$ cat src/rtl/tpm_rng_pkg.sv
// Shared constants and FSM state types for the rng byte pool.
package tpm_rng_pkg;

  localparam int unsigned RNG_WORD_W = 64;
  localparam int unsigned RNG_BYTES  = 8;

  typedef enum logic {
    R_IDLE,
    R_WAIT
  } refill_state_e;

  typedef enum logic [1:0] {
    B_IDLE,
    B_LOAD,
    B_SEND
  } byte_state_e;

endpackage

$ cat src/rtl/rng_word_fifo.sv
// Show-ahead FIFO of 64-bit random words; the head word is visible whenever the FIFO is not empty.
module rng_word_fifo
  import tpm_rng_pkg::*;
#(
  parameter int unsigned DEPTH = 4
) (
  input  logic                   clk,
  input  logic                   rst,
  input  logic                   i_push,
  input  logic [RNG_WORD_W-1:0]  i_push_data,
  input  logic                   i_pop,
  output logic [RNG_WORD_W-1:0]  o_head,
  output logic [$clog2(DEPTH):0] o_level,
  output logic                   o_full,
  output logic                   o_empty
);

  localparam int unsigned PTR_W = $clog2(DEPTH);
  localparam int unsigned LVL_W = PTR_W + 1;

  logic [RNG_WORD_W-1:0] r_mem [DEPTH];
  logic [PTR_W-1:0]      r_wr_ptr;
  logic [PTR_W-1:0]      r_rd_ptr;
  logic [LVL_W-1:0]      r_level;
  logic                  w_push;
  logic                  w_pop;

  assign o_full  = (r_level == LVL_W'(DEPTH));
  assign o_empty = (r_level == '0);
  assign w_push  = i_push & ~o_full;
  assign w_pop   = i_pop & ~o_empty;
  assign o_head  = r_mem[r_rd_ptr];
  assign o_level = r_level;

  // Storage carries no reset; flushing only clears pointers and level.
  always_ff @(posedge clk) begin
    if (w_push) begin
      r_mem[r_wr_ptr] <= i_push_data;
    end
  end

  always_ff @(posedge clk) begin
    if (rst) begin
      r_wr_ptr <= '0;
      r_rd_ptr <= '0;
      r_level  <= '0;
    end else begin
      if (w_push) begin
        r_wr_ptr <= r_wr_ptr + 1'b1;
      end
      if (w_pop) begin
        r_rd_ptr <= r_rd_ptr + 1'b1;
      end
      case ({w_push, w_pop})
        2'b10:   r_level <= r_level + 1'b1;
        2'b01:   r_level <= r_level - 1'b1;
        default: r_level <= r_level;
      endcase
    end
  end

endmodule

$ cat src/rtl/rng_byte_pool.sv
// Keeps a pool of rng words topped up and serves byte requests from it, LSB byte first.
module rng_byte_pool
  import tpm_rng_pkg::*;
#(
  parameter int unsigned DEPTH         = 4,
  parameter int unsigned MAX_REQ_BYTES = 64,
  parameter int unsigned LEN_W         = 7
) (
  input  logic                   clk,
  input  logic                   rst,
  output logic                   rng_start,
  input  logic [RNG_WORD_W-1:0]  rng_result,
  input  logic                   rng_valid,
  input  logic                   req_valid,
  input  logic [LEN_W-1:0]       req_len,
  output logic                   req_ready,
  output logic [7:0]             out_data,
  output logic                   out_valid,
  input  logic                   out_ready,
  output logic                   out_last,
  output logic                   req_err,
  output logic [$clog2(DEPTH):0] level
);

  localparam int unsigned IDX_W = $clog2(RNG_BYTES);

  refill_state_e         r_rf_state;
  refill_state_e         w_rf_state_d;
  logic                  r_rng_start;
  logic                  w_rng_start_d;

  byte_state_e           r_b_state;
  byte_state_e           w_b_state_d;
  logic [LEN_W-1:0]      r_remaining;
  logic [LEN_W-1:0]      w_remaining_d;
  logic [IDX_W-1:0]      r_byte_idx;
  logic [IDX_W-1:0]      w_byte_idx_d;
  logic [RNG_WORD_W-1:0] r_word;
  logic [RNG_WORD_W-1:0] w_word_d;
  logic                  r_req_err;
  logic                  w_req_err_d;

  logic                  w_push;
  logic                  w_pop;
  logic [RNG_WORD_W-1:0] w_head;
  logic [$clog2(DEPTH):0] w_level;
  logic                  w_full;
  logic                  w_empty;
  logic                  w_len_zero;
  logic                  w_len_big;

  rng_word_fifo #(
    .DEPTH(DEPTH)
  ) u_fifo (
    .clk        (clk),
    .rst        (rst),
    .i_push     (w_push),
    .i_push_data(rng_result),
    .i_pop      (w_pop),
    .o_head     (w_head),
    .o_level    (w_level),
    .o_full     (w_full),
    .o_empty    (w_empty)
  );

  // Refill: one rng request in flight at a time, so a push can never find the pool full.
  always_comb begin
    w_rf_state_d  = r_rf_state;
    w_rng_start_d = 1'b0;
    w_push        = 1'b0;
    case (r_rf_state)
      R_IDLE: begin
        if (!w_full) begin
          w_rng_start_d = 1'b1;
          w_rf_state_d  = R_WAIT;
        end
      end
      R_WAIT: begin
        if (rng_valid) begin
          w_push       = 1'b1;
          w_rf_state_d = R_IDLE;
        end
      end
    endcase
  end

  always_ff @(posedge clk) begin
    if (rst) begin
      r_rf_state  <= R_IDLE;
      r_rng_start <= 1'b0;
    end else begin
      r_rf_state  <= w_rf_state_d;
      r_rng_start <= w_rng_start_d;
    end
  end

  assign w_len_zero = (req_len == '0);
  assign w_len_big  = (32'(req_len) > MAX_REQ_BYTES);

  // Byte server: the word register shifts right so the current byte is always bits [7:0].
  always_comb begin
    w_b_state_d   = r_b_state;
    w_remaining_d = r_remaining;
    w_byte_idx_d  = r_byte_idx;
    w_word_d      = r_word;
    w_req_err_d   = 1'b0;
    w_pop         = 1'b0;
    case (r_b_state)
      B_IDLE: begin
        if (req_valid) begin
          if (w_len_big) begin
            w_req_err_d = 1'b1;
          end else if (!w_len_zero) begin
            w_remaining_d = req_len;
            w_b_state_d   = B_LOAD;
          end
        end
      end
      B_LOAD: begin
        if (!w_empty) begin
          w_pop        = 1'b1;
          w_word_d     = w_head;
          w_byte_idx_d = '0;
          w_b_state_d  = B_SEND;
        end
      end
      B_SEND: begin
        if (out_ready) begin
          w_remaining_d = r_remaining - 1'b1;
          w_byte_idx_d  = r_byte_idx + 1'b1;
          w_word_d      = r_word >> 8;
          // Request completion wins over word exhaustion; leftover bytes are dropped.
          if (r_remaining == LEN_W'(1)) begin
            w_b_state_d = B_IDLE;
          end else if (r_byte_idx == IDX_W'(RNG_BYTES - 1)) begin
            w_b_state_d = B_LOAD;
          end
        end
      end
      default: w_b_state_d = B_IDLE;
    endcase
  end

  always_ff @(posedge clk) begin
    if (rst) begin
      r_b_state   <= B_IDLE;
      r_remaining <= '0;
      r_byte_idx  <= '0;
      r_word      <= '0;
      r_req_err   <= 1'b0;
    end else begin
      r_b_state   <= w_b_state_d;
      r_remaining <= w_remaining_d;
      r_byte_idx  <= w_byte_idx_d;
      r_word      <= w_word_d;
      r_req_err   <= w_req_err_d;
    end
  end

  assign rng_start = r_rng_start;
  assign req_ready = (r_b_state == B_IDLE);
  assign out_valid = (r_b_state == B_SEND);
  assign out_data  = out_valid ? r_word[7:0] : 8'h00;
  assign out_last  = out_valid && (r_remaining == LEN_W'(1));
  assign req_err   = r_req_err;
  assign level     = w_level;

endmodule

$ cat config.mk
export PLATFORM = sky130hd
export DESIGN_NAME = rng_byte_pool
export DESIGN_NICKNAME = d
export VERILOG_FILES = /design/src/rtl/tpm_rng_pkg.sv /design/src/rtl/rng_word_fifo.sv /design/src/rtl/rng_byte_pool.sv
export SDC_FILE = /design/constraint.sdc
export NUM_CORES = 1
export LEC_CHECK = 0
export CAP_MARGIN = 5
export CORE_UTILIZATION = 50
export CTS_CLUSTER_DIAMETER = 80
export CTS_CLUSTER_SIZE = 40
export DETAILED_ROUTE_END_ITERATION = 10
export DONT_BUFFER_PORTS = 1
export SYNTH_ARGS = -nofsm -noshare
export SYNTH_HDL_FRONTEND = slang
export SYNTH_SLANG_ARGS = --single-unit
$ cat constraint.sdc
create_clock -name clk -period 4.3 [get_ports clk]
set_clock_uncertainty 0.1 [all_clocks]
set_input_delay 0.215 -clock clk [delete_from_list [all_inputs] [get_ports clk]]
set_output_delay 0.215 -clock clk [all_outputs]
set_load 0.02 [all_outputs]
Word-level counts from Yosys, hierarchy flattened

Memory sizes are Yosys's and may differ from the RTL's. A register that Yosys moved wholly into a read port is not among the register bits.
Index checks and enable logic that the tools add are counted.
Widths: inputs -> output; s select.

Memories: 1
Register bits after elaboration: 86
Word-level logic and storage cells: 83
Output and inout bits: 16
Bits in writable memories: 256

Magnitude comparators: 1
Mux-type cells: 33
Equal/unequal tests: 13
Bitwise operators: 7
Add/sub/neg operators: 6
Reductions and logical operators: 12

Memory list:

| name         | depth | width | rd ports | clocked after memory_dff | wr ports | line                | RTL |
|---|---|---|---|---|---|---|---|
| u_fifo.r_mem | 4     | 64    | 1        | 1                        | 1        | rng_word_fifo.sv:21 | `logic [RNG_WORD_W-1:0] r_mem [DEPTH];` |

Operators with widths:

| cell                | number |
|---|---|
| $mux 64             | 2 |
| $pmux 64 s2         | 1 |
| $mux 7              | 4 |
| $mux 2              | 9 |
| $pmux 7 s2          | 1 |
| $pmux 3 s2          | 2 |
| $mux 1              | 9 |
| $mux 8              | 1 |
| $ne 2x2->1 const B  | 4 |
| $eq 7x1->1 const B  | 1 |
| $gt 7x7->1 const B  | 1 |
| $logic_not 7->1     | 1 |
| $sub 7x1->7 const B | 1 |
| $add 3x1->3 const B | 2 |
| $eq 3x3->1 const B  | 2 |
| $mux 3              | 2 |
| $pmux 2 s3          | 1 |
| $reduce_and 6->1    | 1 |
| $reduce_bool 2->1   | 3 |
| $not 1->1           | 5 |
| $reduce_and 5->1    | 1 |
| $add 2x1->2 const B | 2 |
| $eq 2x1->1 const B  | 2 |
| $eq 2x2->1 const B  | 2 |
| other kinds (11)    | 12 |

Depth between registers and ports, before layout

Gate-level depths: netlist (run 1).

Depth in word-level cells: 6
Depth in mapped cells: 11
Mapped depth without buffers: 10

Modules after synthesis

From an unflattened synthesis (run 1), not the netlist that was laid out.

Cell total of the unflattened synthesis: 846
Area total of the unflattened synthesis: 13390.3 sq um

Modules (own cells, without submodules):

| module        | seq. area each (sq um) | cells an instance | times used | area an instance (sq um) |
|---|---|---|---|---|
| rng_word_fifo | 7867.5                 | 388               | 1          | 9785.6 |
| rng_byte_pool | 1581.5                 | 458               | 1          | 3604.7 |

Least setup slack after synthesis (run 1)

No wires, ideal clock.

Kind: register -> register
Start point: register u_fifo.r_level[0], in the netlist u_fifo.o_level[0]
End point: memory u_fifo.r_mem[0][0], enable pin
Setup slack: 1190 ps
Buffers on the path: 1
Data arrival time: 2581 ps
Cell stages (with the launch flop): 6
Cell sequence: dfxtp_1 nor2_1 nand2_1 and3_1 clkbuf_1 and2_1

Cells in the longest elaborated chain, start to end: 5

Ends and longest elaborated chain:

| item                         | line                | RTL |
|---|---|---|
| start: declaration           | rng_word_fifo.sv:24 | `logic [LVL_W-1:0] r_level;` |
| start signal: assignment     | rng_word_fifo.sv:55 | `2'b10: r_level <= r_level + 1'b1;` |
| start signal: assignment     | rng_word_fifo.sv:56 | `2'b01: r_level <= r_level - 1'b1;` |
| start signal: assignment     | rng_word_fifo.sv:57 | `default: r_level <= r_level;` |
| $eq 3x3->1                   | rng_word_fifo.sv:28 | `assign o_full = (r_level == LVL_W'(DEPTH));` |
| $not 1->1                    | rng_word_fifo.sv:30 | `assign w_push = i_push & ~o_full;` |
| $and 1x1->1                  | rng_word_fifo.sv:30 |  |
| $mux 1                       | rng_word_fifo.sv:37 | `if (w_push) begin` |
| $mux 1 (not written as such) | rng_word_fifo.sv:38 | `r_mem[r_wr_ptr] <= i_push_data;` |
| end: declaration             | rng_word_fifo.sv:21 |  |

Every way passes these cells.

Worst setup path after layout (run 1)

Start point: register u_fifo.r_level[0], in the netlist u_fifo.o_level[0]
End point: memory u_fifo.r_mem[0][37], enable pin

Same word-level chain as after synthesis.

==> impl_results.md, run 1 <==
- Hold Fails Final Rpt: 0
- Die height: 167 um
- CTS root buf: clkbuf_16
- Starting density of the core: 51.4%
- Cell count after synthesis: between 800 and 900
- Syn nets: 933
- Final TNS setup: 0 ns
- Maximum clock path buffer count: 3
- Crit path capture: u_fifo.r_mem[0][37]$_DFFE_PP_
- Largest net degree at the start of global routing: 92
- Synth Area in XOR/XNOR: less than 1%
- Crit-path leading delay family: simple AND/OR/NAND/NOR gates
- Crit. Startpoint: u_fifo.o_level[0]$_SDFFE_PP0P_
- First-pass GRT wire length: 41700 um
- FFs w/ async S/R, synth: 0%
- Top-count cell post-synth: edfxtp_1
- Ys Warns: 0
- Sequential Power Share: 61.8%
- Vias in the first global route: 7417
- CTS tree: built
- Worst r2r src: u_fifo.o_level[0]$_SDFFE_PP0P_
- Adder-Cell Fraction of Synth Area: less than 1%
- Critical Path Source Type: flop
- H-tree levels: 1
- R2R Setup Slk: 1.57 ns
- Filler cell count: 1990
- Final instance area: 0.0152 mm2
- Clock insertion delay at the later pin of the skew report: 0.51 ns
- Number of port buffers: 0
- Crit-path max FO: 31
- Most area-consuming cells after synthesis: edfxtp_1, dfxtp_1, mux4_2
- Worst Path Arrival: 2.84 ns
- # hold bufs at CTS: 76
- DR WL/cell: 20.9 um
- Req. time, crit path: 4.40 ns
- Setup ws final: 1.57 ns
- Final nets: 985
- Number of synthesized register bits: 344
- Initial antenna violation count: 0
- Gr usage total: 19.3%
- Die width: 167 um
- CP max-delay cell: and2_2
- Vias per std cell: around 5.8
- Post CTS Setup Buffer Count: 0
- CTS Sinks: ~340
- Main synth FF type: edfxtp_1
- # DRC: 0
- CTS clock-pin slew for the worst setup and hold paths: between 0.1 and 0.15 ns
- Hold Path Class: in -> reg
- Area Overhead vs Synth: 11.9%
- Worst slew pin tran: 0.974 ns
- Seq/Total Area, Yosys: 69.7%
- Power share of the clock group: 30.2%
- Worst R2R Path Depth: 5
- Setup-failing EPs final: 0
- DR pass1 iterations: 5
- Most frequent cells after synthesis: edfxtp_1, nand2_1, dfxtp_1, nor2_1, mux4_2
- Slowest cell delay on critical path: 0.80 ns
- Final period util: 63.6%
- DP Area: 0.0139 mm2
- Post-CTS Resized: 0
- Switching share of power: 23.7%
- Largest family of logic cells by synthesized area: multiplexers
- Mux cell area share after synthesis: 10.7%
- Switch Pwr: 0.00143 W
- Max_cap viols: 0
- Netlist cell types: 45
- Via count: 7144
- Core outline area: between 0.02 and 0.03 mm2
- Power Density: 399 mW/mm2
- Post-synth EDFFs: around 260
- Cts bufs inserted: 15
- Internal cell power: 0.00461 W
- Setup CP Type: reg -> reg
- Mapped Area: ~0.014 mm2
- Post-detail-place hpwl: 16100 um
- Final ANT Viol Nets: 0
- CP endpoint kind: flop
- Max-Slew Margin vs Limit: 35.1%
- RSZ-0062 raised after global routing: no
- Post-Route WL: between 20000 and 30000 um
- GP Congestion: 0.750
- Synth Area in Compound Gates: 7.96%
- Rows: a little under 60
- Post-layout min period: 2.73 ns
- GRT overflow: 0
- Layout cells sized above 1: 18.3%
- ANT cells: 0
- Hold path start: rst
- Worst path cell trace: nor2_1, nand2_1, and3_1, and2_2, buf_4
- Combinational Power Share: around 8%
- Fmax: between 300 and 400 MHz
- Synth top area share: 56.7%
- 1st-iter DRT viols: 514
- Setup WS pre-CTS: 1.52 ns
- P_leak: 4.72 nW
- Die area: around 0.028 mm2
- Synth Area in Simple Gates: under 10%
- Slew Viols, Final: 0
- IO Count: 92
- Peak supply drop: approximately 0.00037 V
- WP buf/inv: 1
- Critical R2R Capture: u_fifo.r_mem[0][37]$_DFFE_PP_
- Status: complete, no violations
- Post-Syn Area per Cell: 16.0 um2
- Synth area leader: edfxtp_1
- Total number of cells along the worst setup path: 5
-- metrics by stage --
| step | util, % | cells | hold slack (ns) | total power [W] |
|---|---|---|---|---|
| global placement | 52.6 | 1141 | 0.201 | 0.00418 |
| detailed placement | 52.6 | 1141 | 0.202 | 0.00420 |
| CTS | 57.6 | 1242 | 0.0106 | 0.00610 |
| finish | 57.6 | 1242 | 0.0314 | 0.00605 |
| floorplan | - | 847 | 0.210 | 0.00412 |
| global route | 57.6 | 1242 | 0.0350 | 0.00626 |
-- power by group through the flow --
stage	Clock, W	Sequential, W	Combinational [W]
floorplan	0	0.00378	0.000345
global placement	0	0.00380	0.000374
detailed placement	0	0.00381	0.000386
CTS	0.00188	0.00374	0.000491
global route	0.00198	0.00375	0.000532
finish	0.00183	0.00373	0.000485
-- cells by family after synthesis --
family	count (synthesis)
AOI/OAI and AO/OA	99
xor gates and xnor gates	5
adders and majority gates	10
buffers and inverters	68
DFF	344
muxes	65
and+or+nand+nor	256
-- flip-flops by register name (all words and copies together), names as in the netlist, named ones only --
signal,count
r_word,64
req_err,1
u_fifo.r_wr_ptr,2
u_fifo.r_mem,256
u_fifo.r_rd_ptr,2
rng_start,1
r_remaining,7
u_fifo.o_level,3
r_rf_state,1
r_byte_idx,3
r_b_state,2
-- cell usage in the layout (no fill, tap or decap), drive strengths merged, types with 2 or more instances in the layout --
cell / instances
xor2: 3
nor2b: 4
edfxtp: 256
a22oi: 9
nor3: 2
nor2: 88
buf: 15
dfxtp: 88
or3: 3
nand2: 125
o32ai: 3
o211ai: 2
inv: 18
and3: 2
o21ai: 7
ha: 9
a21oi: 14
dlygate4sd3: 75
a311oi: 56
nor4: 3
xnor2: 2
mux4: 64
and2: 15
nand2b: 5
a211oi: 2
nand3: 4
o31ai: 2
clkinv: 5
clkbuf: 15
or4: 2
-- how the worst min path moves through the flow --
stage	endpoint	slack, ns	depth (start not counted)
3_3_place_gp	r_remaining[5]$_SDFFE_PP0P_	0.20	1
5_1_grt	r_b_state[0]$_SDFFE_PP0P_	0.03	4
2_1_floorplan	r_rf_state$_SDFF_PP0_	0.21	1
6_report	u_fifo.r_wr_ptr[1]$_SDFFE_PP0N_	0.03	2
3_5_place_dp	r_word[6]$_SDFFE_PP0P_	0.20	1
4_1_cts	r_b_state[0]$_SDFFE_PP0P_	0.01	4
-- metal layers --
layer / global-route usage [%] / vias up / wire (um) / part of all wire, %
met1: 26.9 / 3642 / 11600 / 45
met5: 0 / - / 0 / 0
li1: - / 3325 / - / -
met3: 2.45 / 20 / 948 / 3.6
met4: 3.62 / 0 / 384 / 1.5
met2: 32.9 / 157 / 13100 / 50
-- cell type report --
class / count / area (um2) / share of cell area, %
clock inverter: 10 / 165 / 1.09
clock buffer: 15 / 375 / 2.47
tap: 335 / 419 / 2.76
sequential: 344 / 9450 / 62.3
timing repair buffer: 90 / 908 / 5.99
multi-input combinational: 435 / 3800 / 25.0
inverter: 13 / 48.8 / 0.322
No activity file was read; power rests on OpenSTA's default activity.
==> run 2: changes to the inputs <==
Settings changed: PLACE_DENSITY from default to 0.68.
Clock period 4.3 ns to 2.5 ns, I/O delays scaled along.
==> run 2 against run 1 <==
Compared with the run above: the flow now finishes with violations (negative hold slack); sequential share of layout area is 1.1 points lower; clock-buffer cell count is 1 higher; sequential power is 71% higher; global-route usage is 0.71 points lower; fmax is 18% higher; total power is 72% higher; non-clock buffer count is 18 higher; sequential cell count stayed put; routed wire length is 2.1% lower; critical path depth stayed put; first-iteration DRC count is 23% higher; register-to-register slack worse by 1.4 ns; largest cell class unchanged.
==> impl_results.md, run 2 (same netlist as run 1, synthesis figures left out) <==
- Status: complete, but fails checks
- Failing checks: negative hold slack
- Setup ws final: 0.178 ns
- Post CTS Setup Buffer Count: 0
- DP Cell Count: 1151
- Hold Slack: -0.00110 ns
- Critical Path Source Type: flop
- GP Congestion: between 0.8 and 0.9
- Worst slew pin tran: 0.611 ns
- CTS tree: built
- Post-detail-place hpwl: 15100 um
- Via count: about 7k
- Die width: 167 um
- Setup-failing EPs final: 0
- DP Area: approximately 0.014 mm2
- DR WL/cell: approximately 20 um
- GRT overflow: 0
- Final TNS setup: 0 ns
- Max-Slew Margin vs Limit: 58.2%
- IO Count: 92
- Post-layout min period: around 2.3 ns
- Rows: 59
- Power Density: 673 mW/mm2
- CP endpoint kind: flop
- Vias per std cell: 5.71
- Non-filler instance count after layout: between 1k and 1.5k
- Post-Route WL: 25400 um
- Largest registers: u_fifo.r_mem: 256 flops, r_word: 64 flops, r_remaining: 7 flops
- Gr usage total: 18.6%
- H-tree levels: 1
- Hold Fails Final Rpt: 2
- Req. time, crit path: about 2.8 ns
- RSZ-0062 raised after global routing: no
- Maximum clock path buffer count: 3
- Worst Path Arrival: roughly 2.7 ns
- DR pass1 iterations: 5
- Die height: 167 um
- Layout cells sized above 1: 19.2%
- Final period util: 92.9%
- Peak supply drop: between 0.0006 and 0.0007 V
- Initial antenna violation count: 0
- Starting density of the core: 51.4%
- Area Overhead vs Synth: 13.9%
- Most frequent cells in the layout: edfxtp_1, nand2_1, nor2_1
- Cts bufs inserted: 15
- ANT cells: 0
- Number of port buffers: 0
- Largest net degree at the start of global routing: 87
- Final nets: approximately 1k
- Final instance area: 0.0154 mm2
- Setup CP Type: reg -> reg
- Commonest non-fill, non-tap cell in the layout: edfxtp_1
- Largest reg by FF count: u_fifo.r_mem
- 1st-iter DRT viols: 632
- P_leak: 4.85 nW
- Fmax: 431 MHz
- CTS root buf: clkbuf_16
- Clock insertion delay at the later pin of the skew report: 0.53 ns
- Max_cap viols: 0
- Vias in the first global route: 7181
- CTS clock-pin slew for the worst setup and hold paths: 0.14 ns
- Core outline area: 0.0264 mm2
- CTS Sinks: between 300 and 400
- Max reg flops: 256
- Slew Viols, Final: 0
- Filler cell count: between 1.5k and 2k
- First-pass GRT wire length: between 40000 and 50000 um
- Setup WS pre-CTS: between 0.2 and 0.3 ns
- Final ANT Viol Nets: 0
- Hold Path Class: in -> reg
- Total power: 0.0104 W
- Die area: around 0.028 mm2
- Crit-path max FO: 30
- Hold path start: rng_valid
- # DRC: 0
==> run 2: cell type report <==
type,instances,area (um2),area share (%)
Clock buffer,16,389,2.52
Clock inverter,9,129,0.834
Inverter,13,48.8,0.316
Multi-Input combinational cell,435,3800,24.6
Sequential cell,344,9460,61.2
Tap cell,335,419,2.71
Timing Repair Buffer,108,1200,7.76
==> run 2: worst paths after layout <==
path,endpoint,slack (ns),cells after the start
setup reg to reg,r_word[28]$_SDFFE_PP0P_,0.18,5
hold / removal,u_fifo.r_wr_ptr[1]$_SDFFE_PP0N_,-0.001,4
setup / recovery,r_word[28]$_SDFFE_PP0P_,0.18,5
hold reg to reg,r_byte_idx[2]$_SDFFE_PP0P_,0.37,2
==> run 2: repair_timing <==
| action | in CTS | in global routing |
|---|---|---|
| hold endpoints to repair | 344 | 0 |
| setup endpoints to repair | 0 | 6 |
| hold buffers | 83 | 0 |
| resized for setup | 0 | 3 |
==> run 2: worst max-delay path, cell delays in order, from the launching register on <==
cell and delay, ns:
dfxtp_4 0.49, buf_12 0.30, mux4_2 0.55, nand2_1 0.13
a311oi_1 0.10, dlygate4sd3_1 0.56
==> run 2: routing by layer <==
layer  GRT usage, %  share of wire [%]  vias to the layer above
li1               -                  -                     3362
met3           2.71                4.3                       20
met4           3.46                1.4                        0
met5              0                  0                        -
met2           30.3                 48                      156
met1           27.0                 46                     3657
==> run 2: power by group <==
part	switching, W	leakage, nW	internal, W
registers	0.0000849	3.04	0.00630
logic	0.000488	1.56	0.000415
clock network	0.00185	0.255	0.00125
total	0.00242	4.85	0.00797
==> run 2: through the flow <==
step / hold WS (ns) / utilization (%)
3_3_place_gp: 0.107 / 53.3
3_5_place_dp: 0.108 / 53.3
2_1_floorplan: 0.120 / -
4_1_cts: 0.00174 / 58.5
5_1_grt: 0.0256 / 58.6
6_report: -0.00110 / 58.6
==> run 3: changes to the inputs <==
Settings changed: CORE_UTILIZATION 50 to 55, PLACE_DENSITY 0.68 to 0.73.
==> run 3 against run 2 <==
Compared with the run above: the run now ends clean; cell count fell by 0.63%; fmax down 2.3%; sequential power is essentially flat; via count is 3.4% higher; routed wire length up 3.1%; total power grew 0.39%; critical path type unchanged; largest cell class unchanged; largest power group unchanged; highest routed layer unchanged.
==> impl_results.md, run 3 (same netlist as run 1, synthesis figures left out) <==
- Die height: around 160 um
- Cts bufs inserted: 15
- 1st-iter DRT viols: 881
- CP max-delay cell: dlygate4sd3_1
- Fmax: 421 MHz
- Post-layout min period: around 2.4 ns
- Final ANT Viol Nets: 0
- Max_cap viols: 0
- GRT overflow: 0
- Power share of the clock group: 30.0%
- Slowest cell delay on critical path: 0.57 ns
- Hold Fails Final Rpt: 0
- Clock insertion delay at the later pin of the skew report: 0.53 ns
- Vias in the first global route: 7536
- H-tree levels: 1
- Number of port buffers: 0
- Max reg flops: 256
- CTS root buf: clkbuf_16
- IO Count: 92
- Worst Path Arrival: 2.74 ns
- Final period util: 95.0%
- Peak supply drop: 0.000679 V
- Starting density of the core: a little under three fifths
- Crit-path leading delay family: buffers and inverters
- Most frequent cells in the layout: edfxtp_1, nand2_1, nor2_1
- Power Density: 674 mW/mm2
- Worst slew pin tran: a little over 0.6 ns
- Critical Path Source Type: flop
- RSZ-0062 raised after global routing: no
- Hold Slack: ~0.028 ns
- ANT cells: 0
- Status: complete, no violations
- WP buf/inv: 2
- Final nets: ~1.0k
- Req. time, crit path: 2.86 ns
- GP Congestion: 0.831
- Setup CP Type: reg -> reg
- CTS clock-pin slew for the worst setup and hold paths: 0.12 ns
- Combinational Power Share: 8.7%
- Rows: 57
- Sequential Power Share: 61.3%
- Slew Viols, Final: 0
- First-pass GRT wire length: roughly 41000 um
- Post-detail-place hpwl: roughly 16000 um
- CTS Sinks: between 300 and 400
- P_leak: 4.87 nW
- CP endpoint kind: flop
- Commonest non-fill, non-tap cell in the layout: edfxtp_1
- DR pass1 iterations: 5
- Largest registers: u_fifo.r_mem: 256 flops, r_word: 64 flops, r_remaining: 7 flops
- Switch Pwr: 0.00247 W
- Crit-path max FO: 12
- Switching share of power: 23.6%
- Filler cell count: 1711
- Largest reg by FF count: u_fifo.r_mem
- Layout cells sized above 1: 19.6%
- Initial antenna violation count: 0
- Worst path cell trace: buf_4, nand2b_1, a2111oi_2, or3_1, o211ai_1, a21oi_1, dlygate4sd3_1
- Final TNS setup: 0 ns
- # DRC: 0
- DR WL/cell: 21.0 um
- Max-Slew Margin vs Limit: 59.8%
- Area Overhead vs Synth: 14.1%
- CTS tree: built
- Gr usage total: 20.9%
- Post-Route WL: 26200 um
- Maximum clock path buffer count: 3
- R2R Setup Slk: 0.12 ns
- Via count: 7440
- Die width: 159 um
- Hold Path Class: in -> reg
- Core outline area: approximately 0.024 mm2
- Vias per std cell: 5.94
- Die area: between 0.02 and 0.03 mm2
- Largest net degree at the start of global routing: 87
- Setup-failing EPs final: 0
- Internal cell power: 0.00797 W
run 3: cell types whose count changed in the layout (fill, tap and decap cells not counted), sizes merged:
cell         before  now
inv              19   17
clkinv            3    6
clkbuf           17   15
buf              25   28
dlygate4sd3      82   83
run 3: worst reg2reg max path: cells and delay by family (launching register included):
kind | cells | cell delay (ns)
buffers and inverters | 2 | 0.75
and+or+nand+nor | 2 | 0.47
AOI/OAI and AO/OA | 3 | 0.70
DFF | 1 | 0.33
run 3: worst paths after layout:
path,start,to,depth (start not counted)
hold / removal,req_len[6],r_remaining[4]$_SDFFE_PP0P_,3
hold reg to reg,r_word[40]$_SDFFE_PP0P_,r_word[32]$_SDFFE_PP0P_,2
setup reg to reg,r_b_state[1]$_SDFFE_PP0P_,r_remaining[0]$_SDFFE_PP0P_,7
setup / recovery,r_b_state[1]$_SDFFE_PP0P_,r_remaining[0]$_SDFFE_PP0P_,7
run 3: cell type report:
| class | instances | area (um2) | share of cell area [%] |
|---|---|---|---|
| Tap cell | 324 | 405 | 2.62 |
| Clock inverter | 10 | 161 | 1.04 |
| Inverter | 13 | 48.8 | 0.316 |
| Clock buffer | 15 | 375 | 2.43 |
| Multi-Input combinational cell | 435 | 3810 | 24.7 |
| Sequential cell | 344 | 9460 | 61.1 |
| Timing Repair Buffer | 111 | 1210 | 7.80 |
run 3: through the flow:
step	setup WS, ns	total power (W)	instance area (um2)	utilization, %	cells
after CTS	0.0182	0.0105	15400	63.6	1249
after detailed placement	0.147	0.00724	14000	57.8	1140
final	0.124	0.0104	15500	63.8	1252
after global routing	0.0134	0.0108	15500	63.8	1252
after floorplan	0.0828	0.00709	13600	-	847
after global placement	0.384	0.00720	14000	57.8	1140
run 3: what timing repair did:
| action | 4_1_cts | 5_1_grt |
|---|---|---|
| gates resized for setup | 0 | 7 |
| hold endpoints to repair | 344 | 0 |
| hold buffers | 84 | 0 |
| setup buffers | 0 | 3 |
| setup endpoints to repair | 0 | 13 |
run 3: layer usage:
layer / global-route usage (%) / wire (um) / vias to the layer above
met1: 28.7 / 11000 / 3755
li1: - / - / 3363
met5: 0 / 0 / -
met2: 35.2 / 13200 / 284
met4: 5.94 / 519 / 0
met3: 3.02 / 1600 / 38
run 3: power groups by stage:
| stage | clock network, W | logic (W) | registers, W |
|---|---|---|---|
| floorplan | 0 | 0.000594 | 0.00650 |
| global placement | 0 | 0.000693 | 0.00651 |
| detailed placement | 0 | 0.000719 | 0.00652 |
| CTS | 0.00319 | 0.000905 | 0.00639 |
| global route | 0.00337 | 0.000994 | 0.00642 |
| finish | 0.00312 | 0.000910 | 0.00640 |
